`config.mk`:
```
export PLATFORM = sky130hd
export DESIGN_NAME = down_counter_timer
export DESIGN_NICKNAME = d
export VERILOG_FILES = /design/src/rtl/down_counter_timer.sv
export SDC_FILE = /design/constraint.sdc
export NUM_CORES = 1
export LEC_CHECK = 0
export ABC_AREA = 0
export CORE_AREA = 3 3 40 42
export CTS_CLUSTER_DIAMETER = 30
export DETAILED_ROUTE_END_ITERATION = 16
export DIE_AREA = 0 0 43 45
export HOLD_SLACK_MARGIN = 0.02
export PLACE_DENSITY_LB_ADDON = 0.15
export SYNTH_ARGS = -nofsm -noshare
export SYNTH_HDL_FRONTEND = slang
export SYNTH_SLANG_ARGS = --single-unit
```
`constraint.sdc`:
```
create_clock -name clk -period 5.5 [get_ports clk]
set_clock_uncertainty 0.2 [all_clocks]
set_input_delay 1.1 -clock clk [delete_from_list [all_inputs] [get_ports clk]]
set_output_delay 1.1 -clock clk [all_outputs]
set_load 0.005 [all_outputs]
```
`src/rtl/down_counter_timer.sv`:
```
// Prescaled down-counter timer with IDLE/RUN/PAUSE control and a one-cycle done pulse.
// Optional macro AUTO_RELOAD_EN: the terminal tick reloads the start value and the count keeps running.
module down_counter_timer #(
   parameter int WIDTH    = 3,
   parameter int PRESCALE = 1
) (
   input  logic             clk,
   input  logic             reset,
   input  logic             start,
   input  logic [WIDTH-1:0] load_val,
   input  logic             enable,
   input  logic             abort,
   output logic [WIDTH-1:0] salida,
   output logic             busy,
   output logic             done,
   output logic [1:0]       dbg_state_o
);

   localparam int PW = (PRESCALE > 1) ? $clog2(PRESCALE) : 1;
   localparam logic [PW-1:0] PS_LAST = PW'(PRESCALE - 1);

   localparam logic [1:0] IDLE  = 2'd0;
   localparam logic [1:0] RUN   = 2'd1;
   localparam logic [1:0] PAUSE = 2'd2;

   // Handshake: start is a level sampled on an edge only while IDLE with abort low;
   // done is a single-cycle registered pulse, busy is high for the whole RUN/PAUSE span.

   logic [1:0]       state_q, state_d;
   logic [WIDTH-1:0] cnt_q, cnt_d;
   logic [PW-1:0]    presc_q, presc_d;
   logic             busy_q, busy_d;
   logic             done_q, done_d;
`ifdef AUTO_RELOAD_EN
   logic [WIDTH-1:0] reload_q, reload_d;
`endif

   always_comb begin
      state_d = state_q;
      cnt_d   = cnt_q;
      presc_d = presc_q;
      busy_d  = busy_q;
      done_d  = 1'b0;
`ifdef AUTO_RELOAD_EN
      reload_d = reload_q;
`endif
      case (state_q)
         IDLE: begin
            if (start && !abort) begin
               if (load_val != '0) begin
                  state_d = RUN;
                  cnt_d   = load_val;
                  presc_d = '0;
                  busy_d  = 1'b1;
`ifdef AUTO_RELOAD_EN
                  reload_d = load_val;
`endif
               end else begin
                  done_d = 1'b1;
               end
            end
         end
         RUN, PAUSE: begin
            if (abort) begin
               state_d = IDLE;
               cnt_d   = '0;
               presc_d = '0;
               busy_d  = 1'b0;
            end else if (!enable) begin
               state_d = PAUSE;
            end else begin
               // The resume edge out of PAUSE counts like any RUN edge.
               state_d = RUN;
               if (presc_q == PS_LAST) begin
                  presc_d = '0;
                  if (cnt_q <= WIDTH'(1)) begin
                     done_d = 1'b1;
`ifdef AUTO_RELOAD_EN
                     cnt_d  = reload_q;
`else
                     cnt_d   = '0;
                     busy_d  = 1'b0;
                     state_d = IDLE;
`endif
                  end else begin
                     cnt_d = cnt_q - WIDTH'(1);
                  end
               end else begin
                  presc_d = presc_q + PW'(1);
               end
            end
         end
         default: begin
            state_d = IDLE;
            cnt_d   = '0;
            presc_d = '0;
            busy_d  = 1'b0;
         end
      endcase
   end

   always_ff @(posedge clk or negedge reset) begin
      if (!reset) begin
         state_q <= IDLE;
         cnt_q   <= '0;
         presc_q <= '0;
         busy_q  <= 1'b0;
         done_q  <= 1'b0;
`ifdef AUTO_RELOAD_EN
         reload_q <= '0;
`endif
      end else begin
         state_q <= state_d;
         cnt_q   <= cnt_d;
         presc_q <= presc_d;
         busy_q  <= busy_d;
         done_q  <= done_d;
`ifdef AUTO_RELOAD_EN
         reload_q <= reload_d;
`endif
      end
   end

   assign salida      = cnt_q;
   assign busy        = busy_q;
   assign done        = done_q;
   assign dbg_state_o = state_q;

endmodule

```
======== After elaboration in Yosys (flattened, before gate mapping) ========
Index checks and enable logic that the tools add are counted.
storage, ports and cells
  register bits ........................... 8
  bits of input ports ..................... 8
operators by class
  muxes and demuxes ....................... 34
  equal/unequal tests ..................... 7
  $add $sub $neg .......................... 2
  $lt $le $gt $ge ......................... 1
  reductions and logical operators ........ 9
operator list
  operator             number
  $mux 1               19
  $mux 3               6
  $ne 3x3->1 const B   3
  $mux 2               4
  $pmux 1 s2           3
  $pmux 3 s2           1
  $reduce_and 5->1     1
  $ne 2x2->1 const B   2
  $pmux 2 s2           1
  $reduce_and 4->1     1
  $le 3x1->1 const B   1
  $reduce_and 3->1     1
  $reduce_bool 3->1    1
  $sub 3x1->3 const B  1
  $eq 2x1->1 const B   1
  $eq 2x2->1 const B   1
  $logic_not 2->1      1
  $reduce_and 2->1     1
  $reduce_or 2->1      1
  $add 1x1->1 const B  1
  $logic_and 1x1->1    1
  $logic_not 1->1      1

======== Depth between registers and ports, before layout ========
  word-level depth ........................ 6
  mapped depth ............................ 7
  mapped depth without buffers ............ 6

======== Least setup slack after synthesis ========
No wires, ideal clock.
  path kind ............................... in2reg
  from .................................... input abort
  to ...................................... register busy_q, in the netlist busy
  path slack .............................. 3.214 ns
  library setup time ...................... 0.125 ns
  required time ........................... 5.175 ns
  arrival time ............................ 1.960 ns
  stages .................................. 4
  buffers on the path ..................... 0
  path through ............................ and2b_4 -> a221oi_4 -> nand2_2 -> mux2_4
between the ends
  longest elaborated chain between the ends .. 4
  elaborated cells between the ends (all ways) .. 9
  classes of those cells .................. 4 x eq/ne; 2 x mux; 3 x reduce/logical
ends and longest elaborated chain
  element                            line  text
  start, declared                    12    input logic abort,
  $logic_not 1->1                    49    if (start && !abort) begin
  $logic_and 1x1->1                  49
  $ne 2x2->1 (no source line)        n/a
  $reduce_and 5->1 (no source line)  n/a
  end signal, assigned               116   busy_q <= busy_d;
  end, declared                      32    logic busy_q, busy_d;
Several ways; a longest one is shown, not always the timed one.
A chain may end at the register's enable or synchronous reset.

======== Worst setup path after layout ========
Same ends and word-level chain as after synthesis.

==> impl_metrics.env <==
export IMPL_grt_usage_pct=13.0
export IMPL_synth_top_cell_area_share_pct=35.5
export IMPL_grt_pass1_vias=439
export IMPL_p_int_uw=232
export IMPL_postSynthCellCount=49
export IMPL_rsz0062_at_grt="false"
export IMPL_yosys_top_cells_area="dfrtp_1 (36%), ha_1 (7.6%), a221oi_4 (5.3%)"
export IMPL_syn_area_um2=493
export IMPL_ant_nets=0
export IMPL_status="finished, final reports clean"
export IMPL_nets=78
export IMPL_hold_violations=0
export IMPL_worstSetupStartpointType="input port"
export IMPL_required_ps=5430
export IMPL_final_area_um2=673
export IMPL_overflow=0
export IMPL_tightest_slew_ps=389
export IMPL_crit_arrival_ps=2550
export IMPL_dr_first_iter_drc_count=8
export IMPL_viasPerCell=5.10
export IMPL_synthesis_nets=60
export IMPL_crit_fanout=6
export IMPL_place_inst=77
export IMPL_antenna_found_initial=0
export IMPL_grt_max_degree=10
export IMPL_yosysTopAreaCell="dfrtp_1"
export IMPL_hp_class="register to register"
export IMPL_ys_warn_count=0
export IMPL_grt_first_pass_wirelength_um=1880
export IMPL_seqPwrFrac_pct=25.7
export IMPL_numCtsBuffers=3
export IMPL_dp_hpwl_um=815
export IMPL_finalCriticalPeriod_ps=2620
export IMPL_synth_seq_area_share_pct=35.5
export IMPL_critical_path_class="input port to register"
export IMPL_gp_congestion=0.774
export IMPL_ioPinCount=15
export IMPL_antenna_cells=0
export IMPL_cap_violations=0
export IMPL_num_vias=413
export IMPL_area_delta_synth_final_pct=36.5
export IMPL_clock_path_buffers=2
export IMPL_ys_types=24
export IMPL_drt_wl_total_um=1020
export IMPL_clock_latency_ps=250
export IMPL_clockPowerShare_pct=12.2
export IMPL_mostFrequentLayoutCells="clkdlybuf4s50_1 (14), nand2_1 (7), dfrtp_1 (7)"
export IMPL_final_common_cell="clkdlybuf4s50_1"
export IMPL_cts_setup_buffers=0
export IMPL_combinationalPowerShare_pct=62.1
export IMPL_finalCritPeriodShare_pct=47.7
export IMPL_cts_tree="built"
export IMPL_placed_area_um2=647
export IMPL_p_leak_nw=0.299
export IMPL_cts_max_level=1
export IMPL_num_rows=13
export IMPL_root_buffer="clkbuf_4"
export IMPL_die_h_um=45
export IMPL_post_cts_resize_count=0
export IMPL_drc=0
export IMPL_drive_above_1_share_pct=18.2
export IMPL_power_switching_uw=137
export IMPL_die_w_um=43
export IMPL_synth_seq_cells=7
export IMPL_initial_core_util_pct=38.4
export IMPL_portBuffers=14
export IMPL_syn_avg_cell_area_um2=10.1
export IMPL_wire_per_inst_um=12.6
export IMPL_slew_violations=0
export IMPL_finalNonFillerCells=81
export IMPL_setup_slack_ps=2880
export IMPL_clk_pin_slew_ps=50
export IMPL_first_pass_iters=4
export IMPL_hold_ws_ps=323
export IMPL_ctsHoldBuffers=0
export IMPL_cts_sinks=7
export IMPL_finalPower_uw=368
export IMPL_fmax_mhz=382
export IMPL_critPathCaptureType="register"
export IMPL_utilization_pct=52.4
export IMPL_place_ws_ps=2610
export IMPL_core_area_um2=1280
export IMPL_ir_worst_vdd_v=0.000248
export IMPL_power_share_switching_pct=37.1
export IMPL_fin_tns_setup_ps=0
export IMPL_slew_headroom_pct=73.8
export IMPL_setup_violations=0
export IMPL_power_density_nw_per_um2=547
export IMPL_dieArea_um2=1940
-- synth_stat cells (all sizes together) --
master	number
a211oi	1
a21oi	1
a221oi	1
a31oi	2
a41o	1
and2b	1
buf	1
dfrtp	7
ha	3
inv	6
mux2	3
nand2	8
nand2b	1
nor2	2
nor2b	1
nor3	2
nor4b	1
o21a	2
o21ai	1
o22ai	1
o311ai	2
or2	1
-- path summary, 6_finish.rpt --
check                               start              to  slack (ps)  cells past startpoint
setup / recovery                    abort            busy        2880                      5
hold / removal                       busy            busy         320                      1
setup reg to reg           dbg_state_o[0]            busy        3520                      6
hold reg to reg                      busy            busy         320                      1
max in group asynchronous           reset       salida[2]        3980                      1
min in group asynchronous           reset  dbg_state_o[0]         900                      1
-- flip-flops by register name, summed over array words and instances, names as in the netlist --
name,cells
salida,3
dbg_state_o,2
busy,1
done,1
-- layer usage --
layer | global-route usage [%] | routed length [µm] | vias up
met1 | 17.9 | 512 | 189
met3 | 7.17 | 65 | 0
met5 | 0 | 0 | -
met4 | 0 | 0 | 0
met2 | 19.2 | 439 | 16
li1 | - | - | 208
-- worst max-delay path, stage by stage --
cell             delay [ps]
clkdlybuf4s50_1         500
and2b_4                 220
a221oi_4                340
nand2_2                  90
mux2_4                  300
-- logic make-up (layout without fill, tap and decap cells) --
| family | Yosys count | count (layout) | share of synthesized area, % |
|---|---|---|---|
| AO/OA/AOI/OAI | 12 | 12 | 21.3 |
| flip-flops | 7 | 7 | 35.5 |
| buffers and inverters | 7 | 24 | 5.58 |
| AND/OR/NAND/NOR | 17 | 17 | 22.3 |
| multiplexers | 3 | 3 | 7.61 |
| adder cells (fa/ha/maj) | 3 | 3 | 7.62 |
-- power by group through the flow --
stage / clock, mW / sequential, mW / combinational (mW)
5_1_grt: 0.0503 / 0.100 / 0.254
4_1_cts: 0.0467 / 0.0954 / 0.233
3_3_place_gp: 0 / 0.0961 / 0.231
6_report: 0.0448 / 0.0947 / 0.229
2_1_floorplan: 0 / 0.0939 / 0.152
3_5_place_dp: 0 / 0.0950 / 0.231
-- area by class of cell --
type / instances / area (µm²)
well taps: 15 / 18.8
repair buffers: 14 / 140
clock buffers: 4 / 26.3
multi-input cells: 35 / 290
flip-flops and latches: 7 / 175
inverters: 6 / 22.5
fillers: 124 / 612
Power figures use the tool's default switching activity.
